File: src/rtl/assoc_cache_fill_if.sv
// Request/response and memory-read bus of the associative cache fill block.
// The "slave" side is the cache; the "master" side is the requester plus main memory.
interface assoc_cache_fill_if #(
  parameter int unsigned DATA_W = 32
);
  logic              req_valid;
  logic [11:0]       req_addr;
  logic              req_ready;
  logic              flush;
  logic              resp_valid;
  logic              resp_hit;
  logic [DATA_W-1:0] resp_data;
  logic              mem_rd_en;
  logic [11:0]       mem_rd_addr;
  logic              mem_rd_valid;
  logic [DATA_W-1:0] mem_rd_data;

  modport slave (
    input  req_valid, req_addr, flush, mem_rd_valid, mem_rd_data,
    output req_ready, resp_valid, resp_hit, resp_data, mem_rd_en, mem_rd_addr
  );

  modport master (
    output req_valid, req_addr, flush, mem_rd_valid, mem_rd_data,
    input  req_ready, resp_valid, resp_hit, resp_data, mem_rd_en, mem_rd_addr
  );
endinterface

File: src/rtl/assoc_cache_fill.sv
// Fully associative cache fill engine: tag store, line data, round-robin
// replacement and one-outstanding-read line fill from main memory.
module assoc_cache_fill #(
  parameter int unsigned TAG_W     = 7,
  parameter int unsigned NUM_LINES = 4,
  parameter int unsigned WORDS     = 8,
  parameter int unsigned DATA_W    = 32
) (
  input  logic              clk,
  input  logic              reset,
  assoc_cache_fill_if.slave cif,
  output logic [7:0]        hit_count,
  output logic [7:0]        miss_count
);
  localparam int unsigned IDX_W  = $clog2(WORDS);
  localparam int unsigned LINE_W = $clog2(NUM_LINES);
  localparam int unsigned ADDR_W = TAG_W + IDX_W;

  typedef enum logic [1:0] {IDLE, LOOKUP, FILL, RESP} state_t;

  state_t state, nxt;

  logic [ADDR_W-1:0] addr_q;
  logic [TAG_W-1:0]  tag_q;
  logic [IDX_W-1:0]  idx_q;
  logic [NUM_LINES-1:0] valid;
  logic [TAG_W-1:0]  tags [NUM_LINES];
  logic [DATA_W-1:0] data [NUM_LINES][WORDS];
  logic [LINE_W-1:0] ptr;
  logic [LINE_W-1:0] victim;
  logic [IDX_W-1:0]  cnt;
  logic              resp_hit_q;
  logic [DATA_W-1:0] resp_data_q;
  logic              hit;
  logic [LINE_W-1:0] hit_line;
  logic              beat;
  logic              last_beat;
  logic              unused_addr_lsbs;

  assign tag_q            = addr_q[ADDR_W-1:IDX_W];
  assign idx_q            = addr_q[IDX_W-1:0];
  assign beat             = (state == FILL) && cif.mem_rd_valid;
  assign last_beat        = beat && (cnt == IDX_W'(WORDS - 1));
  assign unused_addr_lsbs = ^cif.req_addr[1:0];

  always_comb begin
    hit      = 1'b0;
    hit_line = '0;
    for (int unsigned i = 0; i < NUM_LINES; i++) begin
      if (valid[i] && (tags[i] == tag_q)) begin
        hit      = 1'b1;
        hit_line = LINE_W'(i);
      end
    end
  end

  always_ff @(posedge clk) begin
    if (reset) state <= IDLE;
    else       state <= nxt;
  end

  always_comb begin
    nxt = state;
    case (state)
      IDLE:    if (!cif.flush && cif.req_valid) nxt = LOOKUP;
      LOOKUP:  nxt = hit ? RESP : FILL;
      FILL:    if (last_beat) nxt = RESP;
      RESP:    nxt = IDLE;
      default: nxt = IDLE;
    endcase
  end

  always_comb begin
    cif.req_ready   = (state == IDLE) && !cif.flush && !reset;
    cif.resp_valid  = (state == RESP);
    cif.resp_hit    = resp_hit_q;
    cif.resp_data   = resp_data_q;
    cif.mem_rd_en   = (state == FILL);
    cif.mem_rd_addr = {tag_q, cnt, 2'b00};
  end

  // The response word is registered as the FSM enters RESP; on a fill whose
  // requested word is the final beat it comes straight from the memory bus.
  always_ff @(posedge clk) begin
    if (reset) begin
      valid       <= '0;
      ptr         <= '0;
      victim      <= '0;
      cnt         <= '0;
      addr_q      <= '0;
      resp_hit_q  <= 1'b0;
      resp_data_q <= '0;
      hit_count   <= '0;
      miss_count  <= '0;
    end else begin
      case (state)
        IDLE: begin
          if (cif.flush) begin
            valid <= '0;
            ptr   <= '0;
          end else if (cif.req_valid) begin
            addr_q <= cif.req_addr[ADDR_W+1:2];
          end
        end
        LOOKUP: begin
          if (hit) begin
            hit_count   <= hit_count + 8'd1;
            resp_hit_q  <= 1'b1;
            resp_data_q <= data[hit_line][idx_q];
          end else begin
            miss_count  <= miss_count + 8'd1;
            victim      <= ptr;
            valid[ptr]  <= 1'b0;
            cnt         <= '0;
          end
        end
        FILL: begin
          if (beat) begin
            cnt <= cnt + 1'b1;
            if (last_beat) begin
              valid[victim] <= 1'b1;
              ptr           <= ptr + 1'b1;
              resp_hit_q    <= 1'b0;
              resp_data_q   <= (idx_q == cnt) ? cif.mem_rd_data : data[victim][idx_q];
            end
          end
        end
        default: ;
      endcase
    end
  end

  always_ff @(posedge clk) begin
    if (!reset && beat) data[victim][cnt] <= cif.mem_rd_data;
  end

  always_ff @(posedge clk) begin
    if (!reset && last_beat) tags[victim] <= tag_q;
  end
endmodule

File: src/flat_wrapper.sv
// flat-port wrapper written by rule: the top's interface ports become plain ports
module assoc_cache_fill_flat 
#(
  parameter int unsigned TAG_W     = 7,
  parameter int unsigned NUM_LINES = 4,
  parameter int unsigned WORDS     = 8,
  parameter int unsigned DATA_W    = 32
)
  (clk, reset, hit_count, miss_count, cif_req_valid, cif_req_addr, cif_flush, cif_mem_rd_valid, cif_mem_rd_data, cif_req_ready, cif_resp_valid, cif_resp_hit, cif_resp_data, cif_mem_rd_en, cif_mem_rd_addr);
  assoc_cache_fill_if #(.DATA_W(DATA_W)) cif_i ();
  input  logic clk;
  input  logic reset;
  output logic [7:0] hit_count;
  output logic [7:0] miss_count;
  input wire logic [$bits(cif_i.req_valid)-1:0] cif_req_valid;
  input wire logic [$bits(cif_i.req_addr)-1:0] cif_req_addr;
  input wire logic [$bits(cif_i.flush)-1:0] cif_flush;
  input wire logic [$bits(cif_i.mem_rd_valid)-1:0] cif_mem_rd_valid;
  input wire logic [$bits(cif_i.mem_rd_data)-1:0] cif_mem_rd_data;
  output wire logic [$bits(cif_i.req_ready)-1:0] cif_req_ready;
  output wire logic [$bits(cif_i.resp_valid)-1:0] cif_resp_valid;
  output wire logic [$bits(cif_i.resp_hit)-1:0] cif_resp_hit;
  output wire logic [$bits(cif_i.resp_data)-1:0] cif_resp_data;
  output wire logic [$bits(cif_i.mem_rd_en)-1:0] cif_mem_rd_en;
  output wire logic [$bits(cif_i.mem_rd_addr)-1:0] cif_mem_rd_addr;
  assign cif_i.req_valid = cif_req_valid;
  assign cif_i.req_addr = cif_req_addr;
  assign cif_i.flush = cif_flush;
  assign cif_i.mem_rd_valid = cif_mem_rd_valid;
  assign cif_i.mem_rd_data = cif_mem_rd_data;
  assign cif_req_ready = cif_i.req_ready;
  assign cif_resp_valid = cif_i.resp_valid;
  assign cif_resp_hit = cif_i.resp_hit;
  assign cif_resp_data = cif_i.resp_data;
  assign cif_mem_rd_en = cif_i.mem_rd_en;
  assign cif_mem_rd_addr = cif_i.mem_rd_addr;
  assoc_cache_fill #(.TAG_W(TAG_W), .NUM_LINES(NUM_LINES), .WORDS(WORDS), .DATA_W(DATA_W)) u_core (.clk(clk), .reset(reset), .cif(cif_i), .hit_count(hit_count), .miss_count(miss_count));
endmodule
File: config.mk
export PLATFORM = sky130hd
export DESIGN_NAME = assoc_cache_fill_flat
export DESIGN_NICKNAME = d
export VERILOG_FILES = /design/src/rtl/assoc_cache_fill_if.sv /design/src/rtl/assoc_cache_fill.sv /design/src/flat_wrapper.sv
export SDC_FILE = /design/constraint.sdc
export NUM_CORES = 2
export LEC_CHECK = 0
export CAP_MARGIN = 20
export CORE_ASPECT_RATIO = 0.8
export CORE_MARGIN = 3
export CORE_UTILIZATION = 30
export CTS_CLUSTER_DIAMETER = 100
export CTS_CLUSTER_SIZE = 14
export DETAILED_ROUTE_END_ITERATION = 10
export PLACE_DENSITY = 0.45
export RECOVER_POWER = 50
export SLEW_MARGIN = 20
export SYNTH_ARGS = -nofsm -noshare
export SYNTH_HDL_FRONTEND = slang
export SYNTH_SLANG_ARGS = --single-unit
File: constraint.sdc
create_clock -name clk -period 5.1 [get_ports clk]
set_input_delay 1.275 -clock clk [delete_from_list [all_inputs] [get_ports clk]]
set_output_delay 1.275 -clock clk [all_outputs]
set_load 0.01 [all_outputs]
# --- Yosys cells after proc, flatten, opt, wreduce, memory -nomap -nowiden ---
# Memories as Yosys holds them, arrays and structs flattened. A register that Yosys moved wholly into a read port is not among the register bits.
# Index checks and enable logic that the tools add are counted.
classes:
  n_eq_ne: 15
  n_lt_le_gt_ge: 7
  n_addsub: 4
  n_mux: 50
  n_reduce_logical: 28
  bitwise: 7
op_table:
  columns: ["cell", "count"]
  rows:
  - ["$mux W32", 9]
  - ["$mux W256", 1]
  - ["$bmux W32 S3", 2]
  - ["$demux W32 S3", 1]
  - ["$pmux W32 S2", 1]
  - ["$eq A7 B7 Y1", 4]
  - ["$mux W2", 9]
  - ["$add A8 B1 Y8 const B", 2]
  - ["$mux W4", 4]
  - ["$logic_and A1 B1 Y1", 14]
  - ["$mux W1", 14]
  - ["$pmux W4 S3", 1]
  - ["$ge A4 B4 Y1 const B", 2]
  - ["$ne A2 B1 Y1 const B", 4]
  - ["$not A3 Y4", 2]
  - ["$pmux W2 S4", 1]
  - ["$reduce_and A4 Y1", 2]
  - ["$lt A2 B3 Y1 const B", 2]
  - ["$mux W3", 2]
  - ["$pmux W3 S2", 1]
  - ["$reduce_and A2 Y1", 3]
  - ["$reduce_and A3 Y1", 2]
  - ["$reduce_and A5 Y1", 1]
  - ["$and A4 B4 Y4", 1]
  - ["other kinds (19)", 26]
totals:
  word_cells: 123
  ff_bits: 72
  output_inout_bits: 64
  mem_count: 2
  ramBits: 1052
  inputBits: 49
mem_list:
  columns: ["name", "depth", "width", "read_ports", "rd_clocked_by_memory_dff", "write_ports", "line_no", "rtl"]
  rows:
  - ["u_core.data", 4, 256, 2, 1, 1, "assoc_cache_fill.sv:28", "logic [DATA_W-1:0] data [NUM_LINES][WORDS];"]
  - ["u_core.tags", 4, 7, 4, 0, 1, "assoc_cache_fill.sv:27", "logic [TAG_W-1:0] tags [NUM_LINES];"]

# --- Depth between registers and ports, before layout ---
# An unclocked memory read counts as a cell.
depth:
  ltp_word: 12
  mapped_depth: 14

# --- Worst setup path after synthesis ---
# Ideal clock, no wire load.
synth_path:
  path_type: "register -> register"
  start: "reg u_core.state[0]"
  end: "mem u_core.data[3][32] (netlist bit), enable pin"
  arrival_time_ns: 3.348
  path_buffers: 3
  synth_period_minus_slack_ns: 3.769
  path_stages_with_launch: 10
  setup_slack_ns: 1.331
  path_cell_list: "dfxtp_1 > inv_1 > ha_1 > clkbuf_1 > clkbuf_1 > clkbuf_1 > nand2_1 > nor3_1 > nand3_1 > nor2_1"
synth_between:
  elab_chain_len: 5
synth_rtl:
  columns: ["element", "line_no", "rtl"]
  rows:
  - ["from (decl)", "assoc_cache_fill.sv:21", "state_t state, nxt;"]
  - ["from (signal assigned)", "assoc_cache_fill.sv:59", "else state <= nxt;"]
  - ["$eq A2 B2 Y1", null, null]
  - ["via cif_mem_rd_en", "flat_wrapper.sv:24", "output wire logic [$bits(cif_i.mem_rd_en)-1:0] cif_mem_rd_en;"]
  - ["$logic_and A1 B1 Y1", "assoc_cache_fill.sv:42", "assign beat = (state == FILL) && cif.mem_rd_valid;"]
  - ["$logic_and A1 B1 Y1", "assoc_cache_fill.sv:134", "if (!reset && beat) data[victim][cnt] <= cif.mem_rd_data;"]
  - ["$mux W1", "assoc_cache_fill.sv:134", null]
  - ["$mux W256 (not written as such)", "assoc_cache_fill.sv:134", null]
  - ["to (decl)", "assoc_cache_fill.sv:28", null]
# The timed path passes the listed nets, and every way through them passes these cells.

# --- Final worst setup path ---
layout_path:
  start: "reg u_core.addr_q[9]"
  end: "reg u_core.resp_data_q[14], in the netlist u_core.cif.resp_data[14]"
layout_between:
  elab_chain_len: 11
  elab_cells_between_ends: 23
layout_rtl:
  columns: ["element", "line_no", "rtl"]
  rows:
  - ["from (decl)", "assoc_cache_fill.sv:23", "logic [ADDR_W-1:0] addr_q;"]
  - ["from (signal assigned)", "assoc_cache_fill.sv:102", "addr_q <= cif.req_addr[ADDR_W+1:2];"]
  - ["$eq A7 B7 Y1", "assoc_cache_fill.sv:50", "if (valid[i] && (tags[i] == tag_q)) begin"]
  - ["$logic_and A1 B1 Y1", "assoc_cache_fill.sv:50", null]
  - ["$mux W1", "assoc_cache_fill.sv:50", null]
  - ["$mux W2 (2 in a row)", "assoc_cache_fill.sv:50", null]
  - ["$mem_v2 Z4 W256", null, null]
  - ["$bmux W32 S3", "assoc_cache_fill.sv:109", "resp_data_q <= data[hit_line][idx_q];"]
  - ["$mux W32 (not written as such) (2 in a row)", "assoc_cache_fill.sv:109", null]
  - ["$mux W32", "assoc_cache_fill.sv:106", "if (hit) begin"]
  - ["$pmux W32 S2", "assoc_cache_fill.sv:96", "case (state)"]
  - ["to (signal assigned)", "assoc_cache_fill.sv:109", null]
  - ["to (signal assigned)", "assoc_cache_fill.sv:124", "resp_data_q <= (idx_q == cnt) ? cif.mem_rd_data : data[victim][idx_q];"]
  - ["to (decl)", "assoc_cache_fill.sv:33", "logic [DATA_W-1:0] resp_data_q;"]
# Several ways; a longest one is shown, not always the timed one. The select of a mux whose other input is x is not followed.
# A chain may end at the register's enable or synchronous reset.

==> report_table.html <==
<table>
<tr><th>Metric</th><th>Value</th></tr>
<tr><th colspan="2">Run status</th></tr>
<tr><td>Run status</td><td>complete, but fails checks</td></tr>
<tr><td>Violations in the final reports</td><td>capacitance limit, slew limit</td></tr>
<tr><th colspan="2">Global route</th></tr>
<tr><td>Total grt overflow</td><td>0</td></tr>
<tr><td>First-pass GRT wire length</td><td>271 mm</td></tr>
<tr><td>Largest net degree at the start of global routing</td><td>97</td></tr>
<tr><td>Initial antenna violation count</td><td>6</td></tr>
<tr><td>Via count of the first global-routing pass</td><td>34700</td></tr>
<tr><td>Total routing resource utilization after global routing</td><td>about a fifth</td></tr>
<tr><th colspan="2">Yosys</th></tr>
<tr><td>Number of storage elements in the synthesis netlist</td><td>1126</td></tr>
<tr><td>Post-synthesis sequential area ratio</td><td>a little under two thirds</td></tr>
<tr><td>Number of instances in the synthesized netlist</td><td>~3600</td></tr>
<tr><td>Synth Flop Type</td><td>sky130_fd_sc_hd__edfxtp_1</td></tr>
<tr><td>Number of warnings printed during yosys synthesis</td><td>0</td></tr>
<tr><td>Cell area after technology mapping</td><td>51900 um^2</td></tr>
<tr><td>Post-synthesis area per instance</td><td>14.4 um^2</td></tr>
<tr><td>Count of unique library cells instantiated by Yosys</td><td>65</td></tr>
<tr><td>Post-synth EDFFs</td><td>between 1000 and 1500</td></tr>
<tr><td>FFs w/ async S/R, synth</td><td>0%</td></tr>
<tr><th colspan="2">STA</th></tr>
<tr><td>Post-layout min period</td><td>4.21 ns</td></tr>
<tr><td>Setup_tns</td><td>0 ns</td></tr>
<tr><td>Number of failing hold endpoints at the final stage</td><td>0</td></tr>
<tr><td>Period Utilization, post-route</td><td>82.5%</td></tr>
<tr><td>Final Setup Violations</td><td>0</td></tr>
<tr><td>Smallest setup slack after layout</td><td>0.890 ns</td></tr>
<tr><td>Maximum operating frequency</td><td>roughly 240 MHz</td></tr>
<tr><td>Worst hold slack after final layout</td><td>0.491 ns</td></tr>
<tr><td>Actual transition at the worst max-transition pin</td><td>1.70 ns</td></tr>
<tr><td>Worst rel slew slack</td><td>-13.4%</td></tr>
<tr><td>Max-slew violation total from the final report</td><td>217</td></tr>
<tr><td>Max Clock Skew</td><td>around 0.038 ns</td></tr>
<tr><td>Setup repair after global routing missed its margin</td><td>false</td></tr>
<tr><th colspan="2">Floorplan</th></tr>
<tr><td>I/O Pins</td><td>roughly 110</td></tr>
<tr><td>Area enclosed by the die boundary</td><td>178000 um^2</td></tr>
<tr><td>Total core area</td><td>171000 um^2</td></tr>
<tr><td>Effective utilization at floorplan</td><td>a little under a third</td></tr>
<tr><td>Die outline width</td><td>between 400 and 500 um</td></tr>
<tr><td>Vertical die dimension</td><td>between 300 and 400 um</td></tr>
<tr><td>Core Rows</td><td>135</td></tr>
<tr><th colspan="2">Place</th></tr>
<tr><td>I/O Buffers</td><td>108</td></tr>
<tr><td>Minimum setup slack after placement</td><td>between 0.8 and 0.9 ns</td></tr>
<tr><td>Number of cells after detailed placement</td><td>5840</td></tr>
<tr><td>Detailed Place HPWL</td><td>~110 mm</td></tr>
<tr><td>Routability congestion estimate</td><td>0.779</td></tr>
<tr><th colspan="2">Setup path</th></tr>
<tr><td>Critical path class</td><td>reg -&gt; reg</td></tr>
<tr><td>Number of cells on the worst reg-to-reg path</td><td>9</td></tr>
<tr><td>Req. time, crit path</td><td>between 5 and 6 ns</td></tr>
<tr><td>CP Max Fanout</td><td>22</td></tr>
<tr><td>Chain of cells forming the critical path</td><td>clkbuf_1 -&gt; xor2_1 -&gt; nor4_2 -&gt; and2_4 -&gt; nor4b_1 -&gt; clkbuf_1 -&gt; or3b_1 -&gt; or4_1 -&gt; a221oi_1</td></tr>
<tr><td>Arrival time at the worst endpoint</td><td>4.83 ns</td></tr>
<tr><td>Crit-path slowest cell</td><td>sky130_fd_sc_hd__or3b_1</td></tr>
<tr><td>Highest cell delay on the worst timing path</td><td>0.73 ns</td></tr>
<tr><td>Most Frequent Cell on Critical Path</td><td>sky130_fd_sc_hd__clkbuf_1</td></tr>
<tr><td>Category of the worst setup path capture point</td><td>register</td></tr>
<tr><td>Element type at the critical path start</td><td>register</td></tr>
<tr><th colspan="2">Final layout</th></tr>
<tr><td>Final nets</td><td>3734</td></tr>
<tr><td>Final cell count without fillers</td><td>6008</td></tr>
<tr><td>Post-Route Utilization</td><td>about a third</td></tr>
<tr><td>Layout area overhead</td><td>14.1%</td></tr>
<tr><td>Fill count</td><td>16300</td></tr>
<tr><td>Layout cell share with drive strength beyond 1</td><td>15.6%</td></tr>
<tr><th colspan="2">Drt</th></tr>
<tr><td>Detailed-route wire length per cell</td><td>32.2 um</td></tr>
<tr><td>Post-route antenna net violation count</td><td>0</td></tr>
<tr><td>Via Count</td><td>between 30000 and 40000</td></tr>
<tr><td>DRC Markers</td><td>0</td></tr>
<tr><td>Number of detailed-route iterations in the first pass</td><td>6</td></tr>
<tr><td>WL final</td><td>194 mm</td></tr>
<tr><td>DRT iter0 DRCs</td><td>roughly 4000</td></tr>
<tr><td>Vias per std cell</td><td>5.84</td></tr>
<tr><th colspan="2">Clock tree</th></tr>
<tr><td>Post_cts resized</td><td>0</td></tr>
<tr><td>CTS H-tree depth</td><td>3</td></tr>
<tr><td>Post-CTS Setup Repair Bufs</td><td>0</td></tr>
<tr><td>Register clock-pin slew on the reported worst setup and hold paths</td><td>around 0.070 ns</td></tr>
<tr><td>Clock buffer depth</td><td>3</td></tr>
<tr><td>Clock insertion delay at the later pin of the skew report</td><td>approximately 0.73 ns</td></tr>
<tr><td>CTS buffer count</td><td>between 90 and 100</td></tr>
<tr><td>CTS Hold Bufs</td><td>0</td></tr>
<tr><td>TritonCTS clock tree</td><td>done</td></tr>
<tr><td>CTS root buffer</td><td>sky130_fd_sc_hd__clkbuf_16</td></tr>
<tr><td>Number of clock sinks</td><td>about 1100</td></tr>
<tr><th colspan="2">Worst hold path</th></tr>
<tr><td>Min-Delay Path Depth</td><td>2</td></tr>
<tr><td>Worst min-delay path category</td><td>reg -&gt; reg</td></tr>
<tr><th colspan="2">Job</th></tr>
<tr><td>Maximum capacitance violations</td><td>9</td></tr>
<tr><th colspan="2">Power and ir drop</th></tr>
<tr><td>Power Dens Cells</td><td>337 nW/um^2</td></tr>
<tr><td>Peak ir drop on the vdd network</td><td>approximately 0.32 mV</td></tr>
<tr><td>LEAKAGE</td><td>17.7 nW</td></tr>
</table>
==> cells in the final DEF (no fill, tap or decap), drive strengths merged, types with 42 or more instances in the layout <==
master and instances:
a21oi 174, mux2i 91, o21ai 131, clkdlybuf4s50 73, edfxtp 1052, clkbuf 197, dfxtp 74, a22oi 105
mux4 257, buf 144, nand2 383, a31oi 42, nor2 246, a311oi 92, a211oi 191
==> per-stage QoR <==
step                instance area, um^2  power (W)
floorplan                         51900     0.0118
global placement                  56700     0.0133
detailed placement                56700     0.0133
CTS                               59400     0.0201
global route                      59200     0.0206
finish                            59200     0.0199
==> area by class of cell <==
cell class	instances	area [um^2]	area share [%]
flip-flops and latches	1126	33100	55.9
multi-input cells	2130	17600	29.8
clock buffers	159	2570	4.35
repair buffers	289	2850	4.82
well taps	2260	2830	4.78
inverters	35	131	0.222
clock inverters	7	86.3	0.146
diodes	2	5.00	0.00846
==> cell usage after synthesis (all sizes together), types with 8 or more instances <==
cell type / number / area share, %
ha: 12 / 0.29
a211o: 28 / 0.47
nand4: 10 / 0.12
inv: 35 / 0.25
nor2b: 10 / 0.12
o22ai: 9 / 0.11
o211ai: 20 / 0.29
and2: 12 / 0.14
a311oi: 92 / 1.6
a31oi: 42 / 0.51
o2bb2ai: 23 / 0.39
clkbuf: 153 / 1.1
dfxtp: 74 / 2.9
nand3: 22 / 0.22
edfxtp: 1052 / 61
o311ai: 12 / 0.20
mux2i: 91 / 1.8
xnor2: 30 / 0.51
xor2: 13 / 0.22
nand2b: 10 / 0.12
o221ai: 29 / 0.49
mux4: 257 / 11
nand2: 383 / 2.8
o31ai: 18 / 0.29
buf: 160 / 1.6
nor2: 246 / 1.8
a211oi: 191 / 2.8
and3: 8 / 0.096
a221oi: 29 / 0.49
o32a: 27 / 0.52
a21oi: 174 / 1.7
a21o: 24 / 0.35
o21ai: 131 / 1.3
mux2: 12 / 0.26
a22oi: 105 / 1.5
nor3: 11 / 0.11
==> worst paths after layout <==
check	from	endpoint	slack [ns]
worst max-delay path	u_core.addr_q[9]	u_core.cif.resp_data[14]	0.89
worst min-delay path	u_core.miss_count[7]	u_core.miss_count[7]	0.49
worst max register to register	u_core.addr_q[9]	u_core.cif.resp_data[14]	0.89
worst min register to register	u_core.miss_count[7]	u_core.miss_count[7]	0.49
==> power breakdown <==
part,switching [W],internal (W)
Clock,0.00341,0.00344
Combinational,0.00178,0.000883
Sequential,0.000199,0.0102
==> flip-flops by register name (all words and copies together) (netlist names), 3 cells and up, named ones only <==
signal                count
u_core.addr_q            10
u_core.cif.resp_data     32
u_core.cnt                3
u_core.data            1024
u_core.hit_count          8
u_core.miss_count         8
u_core.tags              28
u_core.valid              4
==> per-layer routing <==
| metal | up-vias | routed length (um) | global-route usage [%] |
|---|---|---|---|
| met5 | - | 23 | 0 |
| met4 | 4 | 5070 | 5.60 |
| met3 | 288 | 13800 | 3.79 |
| met2 | 1590 | 89900 | 34.3 |
| met1 | 18600 | 84900 | 29.7 |
| li1 | 14600 | - | - |
==> cell families after synthesis <==
kind of cell	Yosys count	synth area share [%]
compound gates	970	13.2
xor+xnor	43	0.726
fa+ha+maj	12	0.289
buf+inv	348	2.96
flops	1126	63.8
mux	360	13.2
other cells	1	0.00723
simple gates	743	5.93
==> critical path, delay by kind of cell, from the launching register on <==
family                    cells  cell delay, ns
AOI/OAI and AO/OA             1            0.28
xor gates and xnor gates      1            0.16
buffers and inverters         2            0.80
and+or+nand+nor               5            2.55
DFF                           1            0.30
(Power assumes the default switching activity.)
